[src/rtl/ir_rx_letter_buffer.sv]
// ir_rx_letter_buffer
// Receive-side letter buffer between the IR decoder and the Enigma decoder.
// Letter codes (0..MAX_CODE) strobed in by the IR decoder are queued in a
// FIFO and handed to the Enigma decoder one at a time, with HOLDOFF idle
// cycles after each issued letter. Out-of-range codes and overflow writes
// are dropped and counted.
//
// Optional build macro: IR_RX_ERR_FLUSH_EN
//   When defined, any cycle with error_in != 0 flushes the FIFO and the
//   discarded entries are added to the drop counter. When undefined,
//   error_in is ignored.
module ir_rx_letter_buffer #(
  parameter int DEPTH    = 64,
  parameter int HOLDOFF  = 8,
  parameter int MAX_CODE = 25,
  localparam int ADDR_W  = $clog2(DEPTH)
) (
  input  logic              clk_in,
  input  logic              rst_in,
  input  logic [4:0]        code_in,
  input  logic              code_valid_in,
  input  logic [2:0]        error_in,
  input  logic              dec_ready_in,
  output logic [4:0]        data_out,
  output logic              data_valid_out,
  output logic [ADDR_W:0]   count_out,
  output logic              full_out,
  output logic              empty_out,
  output logic [7:0]        drop_count_out,
  output logic [15:0]       letter_count_out
);

  localparam logic [ADDR_W:0]   DEPTH_C    = (ADDR_W + 1)'(DEPTH);
  localparam logic [ADDR_W:0]   CNT_ZERO   = {(ADDR_W + 1){1'b0}};
  localparam logic [ADDR_W:0]   CNT_ONE    = (ADDR_W + 1)'(1);
  localparam logic [ADDR_W-1:0] PTR_ZERO   = {ADDR_W{1'b0}};
  localparam logic [ADDR_W-1:0] PTR_ONE    = ADDR_W'(1);
  localparam logic [4:0]        MAX_CODE_C = 5'(MAX_CODE);
  localparam logic [7:0]        HOLDOFF_C  = 8'(HOLDOFF);

  typedef enum logic [1:0] {
    ST_IDLE  = 2'd0,
    ST_ISSUE = 2'd1,
    ST_HOLD  = 2'd2
  } state_t;

  // storage and bookkeeping registers
  logic [4:0]        mem_r [DEPTH];
  logic [ADDR_W-1:0] wr_ptr_r;
  logic [ADDR_W-1:0] rd_ptr_r;
  logic [ADDR_W:0]   count_r;
  logic              full_r;
  logic              empty_r;
  logic [4:0]        data_r;
  logic              valid_r;
  logic [7:0]        drop_cnt_r;
  logic [15:0]       letter_cnt_r;
  state_t            state_r;
  logic [7:0]        hold_cnt_r;

  // next-state / control signals
  state_t            state_nxt_s;
  logic [7:0]        hold_cnt_nxt_s;
  logic              pop_s;
  logic              push_s;
  logic              drop_s;
  logic              flush_s;
  logic              code_ok_s;
  logic [ADDR_W:0]   count_nxt_s;
  logic [ADDR_W:0]   discard_s;
  logic [15:0]       drop_sum_s;
  logic [7:0]        drop_cnt_nxt_s;

`ifdef IR_RX_ERR_FLUSH_EN
  assign flush_s = (error_in != 3'd0);
`else
  // error_in is intentionally ignored in this build
  logic unused_err_s;
  assign unused_err_s = ^error_in;
  assign flush_s      = 1'b0;
`endif

  assign code_ok_s = (code_in <= MAX_CODE_C);

  // issue FSM: pop in IDLE, one-cycle strobe in ISSUE, paced wait in HOLD
  always_comb begin
    state_nxt_s    = state_r;
    hold_cnt_nxt_s = hold_cnt_r;
    pop_s          = 1'b0;
    case (state_r)
      ST_IDLE: begin
        if ((count_r != CNT_ZERO) && dec_ready_in) begin
          pop_s       = 1'b1;
          state_nxt_s = ST_ISSUE;
        end else begin
          state_nxt_s = ST_IDLE;
        end
      end
      ST_ISSUE: begin
        hold_cnt_nxt_s = HOLDOFF_C;
        state_nxt_s    = ST_HOLD;
      end
      ST_HOLD: begin
        if (hold_cnt_r <= 8'd1) begin
          hold_cnt_nxt_s = 8'd0;
          state_nxt_s    = ST_IDLE;
        end else begin
          hold_cnt_nxt_s = hold_cnt_r - 8'd1;
          state_nxt_s    = ST_HOLD;
        end
      end
      default: begin
        hold_cnt_nxt_s = 8'd0;
        state_nxt_s    = ST_IDLE;
      end
    endcase
  end

  // write acceptance: a full FIFO still accepts when a pop frees a slot this cycle
  always_comb begin
    push_s = 1'b0;
    drop_s = 1'b0;
    if (code_valid_in) begin
      if (flush_s) begin
        drop_s = 1'b1;
      end else if (!code_ok_s) begin
        drop_s = 1'b1;
      end else if ((count_r == DEPTH_C) && !pop_s) begin
        drop_s = 1'b1;
      end else begin
        push_s = 1'b1;
      end
    end else begin
      push_s = 1'b0;
      drop_s = 1'b0;
    end
  end

  // occupancy update and flush discard accounting
  always_comb begin
    count_nxt_s = count_r;
    discard_s   = CNT_ZERO;
    if (flush_s) begin
      count_nxt_s = CNT_ZERO;
      // a letter popped in the flush cycle is issued, not discarded
      discard_s   = pop_s ? (count_r - CNT_ONE) : count_r;
    end else if (push_s && !pop_s) begin
      count_nxt_s = count_r + CNT_ONE;
    end else if (!push_s && pop_s) begin
      count_nxt_s = count_r - CNT_ONE;
    end else begin
      count_nxt_s = count_r;
    end
  end

  // saturating drop counter next value
  always_comb begin
    drop_sum_s = {8'd0, drop_cnt_r} + 16'(discard_s) + 16'(drop_s);
    if (drop_sum_s > 16'd255) begin
      drop_cnt_nxt_s = 8'd255;
    end else begin
      drop_cnt_nxt_s = drop_sum_s[7:0];
    end
  end

  // FIFO storage write port (contents need no reset)
  always_ff @(posedge clk_in) begin
    if (push_s) begin
      mem_r[wr_ptr_r] <= code_in;
    end
  end

  // control, pointer, counter and output registers
  always_ff @(posedge clk_in or negedge rst_in) begin
    if (!rst_in) begin
      state_r      <= ST_IDLE;
      hold_cnt_r   <= 8'd0;
      wr_ptr_r     <= PTR_ZERO;
      rd_ptr_r     <= PTR_ZERO;
      count_r      <= CNT_ZERO;
      full_r       <= 1'b0;
      empty_r      <= 1'b1;
      data_r       <= 5'd0;
      valid_r      <= 1'b0;
      drop_cnt_r   <= 8'd0;
      letter_cnt_r <= 16'd0;
    end else begin
      state_r    <= state_nxt_s;
      hold_cnt_r <= hold_cnt_nxt_s;
      count_r    <= count_nxt_s;
      full_r     <= (count_nxt_s == DEPTH_C);
      empty_r    <= (count_nxt_s == CNT_ZERO);
      valid_r    <= (state_nxt_s == ST_ISSUE);
      drop_cnt_r <= drop_cnt_nxt_s;
      if (flush_s) begin
        wr_ptr_r <= PTR_ZERO;
        rd_ptr_r <= PTR_ZERO;
      end else begin
        if (push_s) begin
          wr_ptr_r <= wr_ptr_r + PTR_ONE;
        end
        if (pop_s) begin
          rd_ptr_r <= rd_ptr_r + PTR_ONE;
        end
      end
      if (pop_s) begin
        data_r <= mem_r[rd_ptr_r];
      end
      if (push_s) begin
        letter_cnt_r <= letter_cnt_r + 16'd1;
      end
    end
  end

  assign data_out         = data_r;
  assign data_valid_out   = valid_r;
  assign count_out        = count_r;
  assign full_out         = full_r;
  assign empty_out        = empty_r;
  assign drop_count_out   = drop_cnt_r;
  assign letter_count_out = letter_cnt_r;

endmodule

[config.mk]
export PLATFORM = sky130hd
export DESIGN_NAME = ir_rx_letter_buffer
export DESIGN_NICKNAME = d
export VERILOG_FILES = /design/src/rtl/ir_rx_letter_buffer.sv
export SDC_FILE = /design/constraint.sdc
export NUM_CORES = 1
export LEC_CHECK = 0
export CAP_MARGIN = 10
export CORE_MARGIN = 3
export CORE_UTILIZATION = 45
export DETAILED_ROUTE_END_ITERATION = 7
export GPL_TIMING_DRIVEN = 0
export HOLD_SLACK_MARGIN = 0.12
export PLACE_DENSITY_LB_ADDON = 0.15
export SYNTH_ARGS = -nofsm -noshare
export SYNTH_HDL_FRONTEND = slang
export SYNTH_SLANG_ARGS = --single-unit
export TNS_END_PERCENT = 5
[constraint.sdc]
create_clock -name clk_in -period 2.7 [get_ports clk_in]
set_input_delay 0.54 -clock clk_in [delete_from_list [all_inputs] [get_ports clk_in]]
set_output_delay 0.54 -clock clk_in [all_outputs]
set_load 0.02 [all_outputs]
Word level (Yosys, flattened, before mapping)
Memories as Yosys holds them, arrays and structs flattened. A register that Yosys moved wholly into a read port is not among the register bits.
Cells that the tools add are included.
{"block": "word_totals", "ff_bits": 56, "ram_bits": 320, "in_bits": 12, "out_inout_bits": 39, "mem_count": 1}
{"memory": "mem_r", "words": 64, "width": 5, "rd": 1, "rd_ports_with_merged_regs": 1, "wr": 1, "line_no": "48", "source": "logic [4:0] mem_r [DEPTH];"}
{"block": "classes", "addsub": 7, "magnitude_cmp": 3, "n_eq_ne": 5, "muxes": 18, "n_reduce_logical": 10}
{"operator": "$pmux W8 S3", "n": 1}
{"operator": "$add A16 B1 Y16 const B", "n": 1}
{"operator": "$mux W8", "n": 2}
{"operator": "$eq A7 B7 Y1 const B", "n": 2}
{"operator": "$mux W7", "n": 2}
{"operator": "$add A6 B1 Y6 const B", "n": 2}
{"operator": "$mux W1", "n": 11}
{"operator": "$add A8 B1 Y9", "n": 1}
{"operator": "$gt A9 B8 Y1 const B", "n": 1}
{"operator": "$le A8 B1 Y1 const B", "n": 1}
{"operator": "$sub A8 B1 Y8 const B", "n": 1}
{"operator": "$add A7 B1 Y7 const B", "n": 1}
{"operator": "$logic_not A7 Y1", "n": 1}
{"operator": "$reduce_bool A7 Y1", "n": 1}
{"operator": "$sub A7 B1 Y7 const B", "n": 1}
{"operator": "$pmux W2 S3", "n": 1}
{"operator": "$le A5 B5 Y1 const B", "n": 1}
{"operator": "$eq A2 B1 Y1 const B", "n": 2}
{"operator": "$logic_and A1 B1 Y1", "n": 4}
{"operator": "$logic_not A1 Y1", "n": 3}
{"operator": "$eq A2 B2 Y1 const B", "n": 1}
{"operator": "$logic_not A2 Y1", "n": 1}
{"operator": "$mux W2", "n": 1}

Logic depth before layout (Yosys ltp)
Gate-level depths: netlist of the first run.
{"block": "depth", "depth_word": 14, "ltp_mapped": 11, "depth_no_buf": 10}

Worst setup path before layout of the first run
OpenSTA, ideal clock, no wires.
{"block": "synth_timing", "kind": "register to register", "from": "register count_r[1] (netlist: count_out[1])", "to": "memory mem_r[56][0], enable pin", "arrival_ps": 2354, "t_required_ps": 2360, "setup_slack_ps": 6, "path_stages_with_launch": 10, "path_cell_list": "dfrtp_1 > clkbuf_1 > inv_1 > ha_1 > nor2b_1 > a311oi_2 > buf_4 > and2b_1 > nand2_1 > nor2_1"}
{"block": "synth_between", "elab_chain_len": 11, "elab_cells_between_ends": 12}
{"element": "start: declaration", "line_no": "51", "source": "logic [ADDR_W:0] count_r;"}
{"element": "start signal: assignment", "line_no": "190", "source": "count_r <= count_nxt_s;"}
{"element": "$reduce_bool A7 Y1", "line_no": "92", "source": "if ((count_r != CNT_ZERO) && dec_ready_in) begin"}
{"element": "$logic_and A1 B1 Y1", "line_no": "92"}
{"element": "$mux W1", "line_no": "92"}
{"element": "$mux W1", "line_no": "90", "source": "case (state_r)"}
{"element": "$logic_not A1 Y1", "line_no": "128", "source": "end else if ((count_r == DEPTH_C) && !pop_s) begin"}
{"element": "$logic_and A1 B1 Y1 (*)", "line_no": "128"}
{"element": "$mux W1 (*)", "line_no": "128"}
{"element": "$mux W1 (*)", "line_no": "126", "source": "end else if (!code_ok_s) begin"}
{"element": "$mux W1 (*)", "line_no": "123", "source": "if (code_valid_in) begin"}
{"element": "$mux W1 (*)", "line_no": "168", "source": "if (push_s) begin"}
{"element": "$mux W1 (not written as such) (*)", "line_no": "169", "source": "mem_r[wr_ptr_r] <= code_in;"}
{"element": "end: declaration", "line_no": "48"}
Mark *: on every way between the ends. The rest lies on a longest branch, timed or not.

==> results, run 1 <==
- The flow ran to the end, and the final reports show no timing, DRC or antenna violations.
- The number of enable flip-flop cells after synthesis is 320.
- After detailed placement, the design holds a cell count of 1419.
- The TritonCTS clock tree is done.
- The flop and latch count out of synthesis is 381.
- The tightest min-delay check is of the input port to async pin type.
- Summed over all cells, the static leakage comes to 6.27 nW.
- Clock skew on the completed layout was measured at 18.0 ps.
- The count of endpoints failing setup in the final report is 0.
- The number of top-level pins is 51.
- The count of synthesis-stage warnings from yosys is 0.
- For this run, the leading register cell type out of synthesis is edfxtp_1.
- The floorplan core area is 34000 um^2.
- The final count of hold timing violations came to 0.
- Across all hold checks on the routed design, the worst slack comes to 108 ps.
- For the worst setup path, the data required time is 3100 ps.
- The overflow left after global routing is 0.
- Counting stages on the worst path, the most repeated cell is buf_2.
- The via count of the first global-routing pass is 8669.
- The routed via count divided by cell count is 5.71.
- The critical path is of the flip-flop to flip-flop type.
- For this run, asynchronously set or reset flops after synthesis account for 16.0%.
- The worst setup path is captured at a flip-flop.
- The longest individual stage delay on the worst path is 470 ps.
- The repair_antennas step left the layout with diodes totalling 0.
- The sequential cell area fraction in the yosys report is 70.9%.
- The launching element type of the critical path is a flip-flop.
- At the worst endpoint, the arrival time is 3030 ps.
- The headroom to the max-slew limit is 34.9%.
- The mean instance size in the synthesized netlist is 17.1 um^2.
- The die height is 193 um.
- Cells fill 55.4% of the core in the end.
- The distinct cell type count after synthesis is 70.
- For the final routed database, the setup TNS stands at 0 ps.
- Entering global routing, the biggest net connects 62 pins.
- The final worst slack is 72.7 ps.
- The net count of the mapped netlist is 944.
- Dividing the final minimum period by the clock period gives 97.3%.
- For this run, the detailed router's first-pass iteration total came to 5.
- The full die area is 37200 um^2.
- The number of buffers and inverters on the critical path is 2.
- In this run the tool buffered the top-level ports with 47 buffer cells.
- The maximum number of buffers from clock root to sink is 3.
- After filler insertion, the fill cell instance count of the layout stands at 2646.
- The top cell type by area accounts for 61.2% of the synthesized area.
- The actual slew at the worst max-slew pin is 977 ps.
- The post-synthesis cell count is 919.
- Across all register-to-register paths, the minimum setup slack is 70 ps.
- edfxtp_1 takes more of the synthesized area than any other cell.
- Static timing analysis puts the maximum clock frequency at 381 MHz.
- CTS saw 381 sinks.
- Routability-driven placement finished with a final weighted congestion of 0.828.
- The net count of the finished layout is 1041.
- Dividing total power by cell area gives a power density of 1010 nW/um^2.
- The final cell count without fillers is 1495.
- Clock latency on the worst-skew pair, taken at its later pin, is 530 ps.
- The clock period minus worst slack is 2630 ps.
- The final routed wirelength across all metal layers is 36800 um.
- In the layout the commonest cells are edfxtp_1, nor2_4, dfrtp_1.
- The initial core utilization is 46.3%.
- The area growth from synthesis to layout is 19.8%.
- The width of the chip is 193 um.
- Across the VDD grid, the largest voltage drop is 0.476 mV.
- The row count is 67.
- The remaining design rule violation count is 0.
- The buffer type at the clock tree root is clkbuf_16.
- After the first detailed-routing iteration, the DRC count stood at 682.
- The remaining antenna violation count is 0.
- The mapped cell area is 15700 um^2.
- The routed via count is 8536.
- Clock-pin slew was measured on the worst setup and hold paths at 60 ps.
- Of all nets on the critical path, the largest fanout is 10.
- The setup slack after placement is -843 ps.
- The post-detailed-route wirelength per cell is 24.6 um.
- Detailed placement finished with a half-perimeter wire length of 24200 um.
- Setup repair after global routing could not meet its margin everywhere.
- The slowest library cell on the worst path is buf_2.
- The initial antenna violation count came to 0.
- Across the run, the number of max-cap violations was 0.
- Cells with a size suffix above 1 make up 23.9% of the layout.
- The most frequent standard cell in the layout excluding fill and tap cells is edfxtp_1.
- CTS built an H-tree with a depth of 2.
- Grouping stages by cell kind, the critical path spends the most delay in compound AO/OA/AOI/OAI gates.
- The critical path goes through buf_2 > buf_2 > mux4_2 > a211oi_1 > or2_0 > a22oi_1 > a221o_1.
- Sorting the synthesized cells by area gives the leading types as edfxtp_1, dfrtp_1, mux4_2, mux2i_1, nor2_1.
- The number of slew-limit violations in the final report is 0.
- Buffers inserted during clock tree synthesis total 41.
- The overall track demand over capacity in global routing is 20.5%.
- The first global-routing pass estimated 55400 um of wire.
[stage by stage]
stage                     total power (W)  instance area (um^2)
after global routing               0.0199                 18800
after detailed placement           0.0132                 16800
after CTS                          0.0190                 18600
final                              0.0191                 18800
after global placement             0.0131                 16700
after floorplan                    0.0110                 15700
[cells in the mapped netlist (6+ instances only)]
| master | number |
|---|---|
| o211ai_1 | 8 |
| nand4_1 | 6 |
| and3_1 | 11 |
| edfxtp_1 | 320 |
| nor2b_1 | 9 |
| o21ai_0 | 14 |
| dfrtp_1 | 60 |
| mux4_1 | 11 |
| mux2i_1 | 47 |
| mux4_2 | 53 |
| a21oi_1 | 15 |
| buf_2 | 18 |
| nand3_1 | 18 |
| nor2_1 | 88 |
| nor3_1 | 6 |
| xor2_1 | 11 |
| inv_1 | 13 |
| a22oi_1 | 9 |
| mux2_2 | 8 |
| clkbuf_1 | 11 |
| xnor2_1 | 24 |
| a211oi_1 | 7 |
| nand2_1 | 45 |
| o22ai_1 | 10 |
| ha_1 | 13 |
[cells by family after synthesis]
logic type	after synthesis	synth area share, %
multiplexers	119	13.0
AND/OR/NAND/NOR	218	6.73
buffers and inverters	54	1.85
flip-flops	381	70.9
AO/OA/AOI/OAI	99	4.51
adder cells (fa/ha/maj)	13	1.04
XOR/XNOR	35	1.95
[final timing paths]
check | start | endpoint | cells past startpoint
max | rd_ptr_r[1]$_DFFE_PN0N_ | data_out[0]$_DFFE_PN0N_ | 7
min | rst_in | drop_count_out[6]$_DFF_PN0_ | 1
max reg2reg | rd_ptr_r[1]$_DFFE_PN0N_ | data_out[0]$_DFFE_PN0N_ | 7
min reg2reg | letter_count_out[15]$_DFFE_PN0P_ | letter_count_out[15]$_DFFE_PN0P_ | 1
max in group asynchronous | rst_in | count_out[0]$_DFF_PN0_ | 1
min in group clk_in | code_in[0] | mem_r[39][0]$_DFFE_PP_ | 1
[state kept, by name, summed over array words and instances (netlist names)]
signal            count
mem_r               320
letter_count_out     16
drop_count_out        8
hold_cnt_r            8
count_out             7
rd_ptr_r              6
wr_ptr_r              6
data_out              5
state_r               2
data_valid_out        1
empty_out             1
full_out              1
[routing by layer]
layer / part of all wire, % / global-route usage [%] / vias up / routed length, um
li1: - / - / 3827 / -
met4: 2.5 / 5.91 / 0 / 916
met2: 48 / 32.6 / 244 / 17600
met1: 44 / 29.5 / 4405 / 16100
met5: 0 / 0 / - / 0
met3: 5.9 / 3.07 / 60 / 2150
[cell type report]
cell class              instances  area, um^2  share of cell area (%)
plain buffers                  38         250                    1.33
clock buffers                  52        1110                    5.90
clock inverters                22         231                    1.23
inverters                      13        48.8                   0.259
multi-input cells             484        4890                    26.0
flip-flops and latches        381       11100                    59.2
well taps                     448         561                    2.98
repair buffers                 57         581                    3.09
[power breakdown]
part	switching, W	internal (W)
clock network	0.00218	0.00338
logic	0.00376	0.00251
registers	0.000411	0.00684
total	0.00636	0.0127
[repair_timing]
item | in CTS | in global routing
setup buffers | 1 | 4
endpoints found under the setup margin | 338 | 331
pin swaps | 7 | 4
hold buffers | 0 | 0
resized for setup | 130 | 36
No activity file was read; power rests on OpenSTA's default activity.
==> run 2, diff against run 1 <==
CTS_CLUSTER_DIAMETER = 100   (was unset)
==> results of run 2 <==
Same layout as run 1: the final DEF is identical, and so are final timing and power.
==> run 3, diff against run 2 <==
CAP_MARGIN = 20   (was 10)
==> results, run 3 (synthesis results as in run 1) <==
- For the worst flop-to-flop path, the logic depth is 7.
- The number of slew-limit violations in the final report is 0.
- Summed over all layers, the routed wires come to 36900 um.
- The final count of hold timing violations is 0.
- The first global-routing pass estimated 55600 um of wire.
- STA classifies the critical path startpoint as a flip-flop.
- The worst setup path is captured at a flip-flop.
- The source-to-sink clock delay at the later pin of the worst-skew pair is 540 ps.
- For this run, the post-layout net count is 1040.
- The data arrival time of the critical path is 3040 ps.
- The worst-case IR drop observed on VDD is 0.469 mV.
- The initial antenna violation count came to 0.
- For this block, the via count after detailed routing is 8610.
- In this run the worst path has a maximum fanout of 10.
- The post-detailed-route wirelength per cell is 24.7 um.
- The largest single stage delay on the critical path is 560 ps.
- Of the cells placed in the final design, the portion with a size suffix greater than 1 is 24.0%.
- After clock tree synthesis, the clock-pin slew on the worst setup and hold paths is 60 ps.
- During placement, the flow inserted port buffers numbering 47.
- The number of buffers and inverters on the critical path is 3.
- The CTS H-tree depth is 2.
- The slowest library cell on the worst path is dfrtp_1.
- The row count is 67.
- The register with the most flip-flops in the layout has 320 of them.
- The cell family contributing the most delay on the critical path is buffers and inverters.
- From synthesis to final layout, the design area changed by 19.0%.
- The critical path data required time is 3130 ps.
- After the first detailed-routing iteration, the DRC count stood at 681.
- The overall track demand over capacity in global routing is 20.5%.
- For the pin with the worst max-slew slack, the measured transition is 995 ps.
- The maximum number of pins on one net before global-route repair is 62.
- The headroom to the max-slew limit is 33.7%.
- The via count of the first global-routing pass came to 8681.
- The TritonCTS clock tree is done.
- The setup skew after layout is 20.2 ps.
- The number of cells on the critical path is 7.
- The overflow left after global routing is 0.
- The total negative slack for setup checks is 0 ps.
- The type of the setup path with the least slack is flip-flop to flip-flop.
- The most frequent standard cell in the layout excluding fill and tap cells is edfxtp_1.
- After filler insertion, the fill cell instance count of the layout stands at 2644.
- For this run, design rule violations remaining after detail routing come to 0.
- The class of the tightest hold or removal check is input port to async pin.
- Setup repair after global routing could not meet its margin everywhere.
- The antenna diode instance count is 0.
- Routability-driven placement finished with a final weighted congestion of 0.828.
- The buffer type at the clock tree root is clkbuf_16.
- The full die area is 37200 um^2.
- Once detail routing completed, the nets flagged for antenna violations numbered 0.
- The first TritonRoute pass finished after 5 iterations.
- The number of top-level pins is 51.
- The clock period minus worst slack is 2620 ps.
- The die height is 193 um.
- The reported max-cap violation count is 0.
- The post-DP HPWL is 24200 um.
- The power density of the placed cells is 1000 nW/um^2.
- Once the floorplan was initialized, standard cells occupied 46.3% of the core.
- In the routed layout, each cell is associated on average with a via count of 5.77.
- The flow ran to the end, and the final reports show no timing, DRC or antenna violations.
- Overall power consumption after layout is estimated at 0.0187 W.
- In this run the static leakage power is 6.22 nW.
- The share of the clock period used by the worst path after layout is 96.9%.
- The width of the chip is 193 um.
- The largest register by flop count is mem_r.
- The floorplan core area is 34000 um^2.
- The count of endpoints failing setup in the final report is 0.
- The maximum number of buffers from clock root to sink is 3.
- Derived from the worst setup path, the maximum achievable clock frequency is 382 MHz.
- Counting every sink on the clock net gives 381.
- The critical path goes through buf_2 > buf_2 > clkbuf_1 > o211ai_1 > o211ai_1 > nand3_1 > o311ai_1.
- Leaving out fill and tap cells, the most frequent cells in the layout are edfxtp_1, nor2_4, dfrtp_1.
- The number of buffers created by CTS is 41.
## run 3: cell count changes in the layout (fill, tap and decap cells not counted), sizes merged
cell and change:
bufinv -3, clkinv +5, clkinvlp -1, buf -3
## run 3: timing repair
item / 4_1_cts / 5_1_grt
setup endpoints to repair: 340 / 330
gates resized for setup: 121 / 49
setup buffers: 2 / 1
hold buffers: 0 / 0
pin swaps: 16 / 7
## run 3: layer usage
metal	vias up	wire length, um	track usage (%)
met5	-	0	0
met4	0	867	5.66
met3	60	2090	3.83
met2	254	17700	33.0
met1	4463	16300	29.1
li1	3833	-	-
## run 3: path summary, 6_finish.rpt
| check | start | to | slack, ps |
|---|---|---|---|
| max in group asynchronous | rst_in | count_out[0]$_DFF_PN0_ | 2000 |
| worst max register to register | rd_ptr_r[3]$_DFFE_PN0N_ | data_out[1]$_DFFE_PN0N_ | 80 |
| worst min-delay path | rst_in | drop_count_out[6]$_DFF_PN0_ | 90 |
| min in group clk_in | code_in[0] | mem_r[53][0]$_DFFE_PP_ | 440 |
| worst min register to register | letter_count_out[15]$_DFFE_PN0P_ | letter_count_out[15]$_DFFE_PN0P_ | 470 |
| worst max-delay path | rd_ptr_r[3]$_DFFE_PN0N_ | data_out[1]$_DFFE_PN0N_ | 80 |
## run 3: area by class of cell
cell class	instances	area, um^2	area share (%)
well taps	448	561	3.00
inverters	13	48.8	0.261
flip-flops and latches	381	11100	59.6
multi-input cells	484	4880	26.1
repair buffers	55	566	3.03
clock inverters	23	176	0.944
plain buffers	39	260	1.39
clock buffers	50	1060	5.67
## run 3: stage by stage
step	cell area (um^2)	worst slack [ps]	utilization (%)	cells	hold WS [ps]
final	18700	82.7	55.1	1493	88.5
after global routing	18700	-17.9	55.1	1493	149
after CTS	18500	-106	54.4	1492	145
after detailed placement	16800	-838	49.5	1419	469
after global placement	16700	-2700	49.3	1414	462
after floorplan	15700	6.02	-	919	244
## run 3: power breakdown
| part | switching [W] | total (W) | internal [W] |
|---|---|---|---|
| sequential | 0.000400 | 0.00724 | 0.00684 |
| combinational | 0.00380 | 0.00630 | 0.00250 |
| clock | 0.00219 | 0.00517 | 0.00299 |
| total | 0.00638 | 0.0187 | 0.0123 |
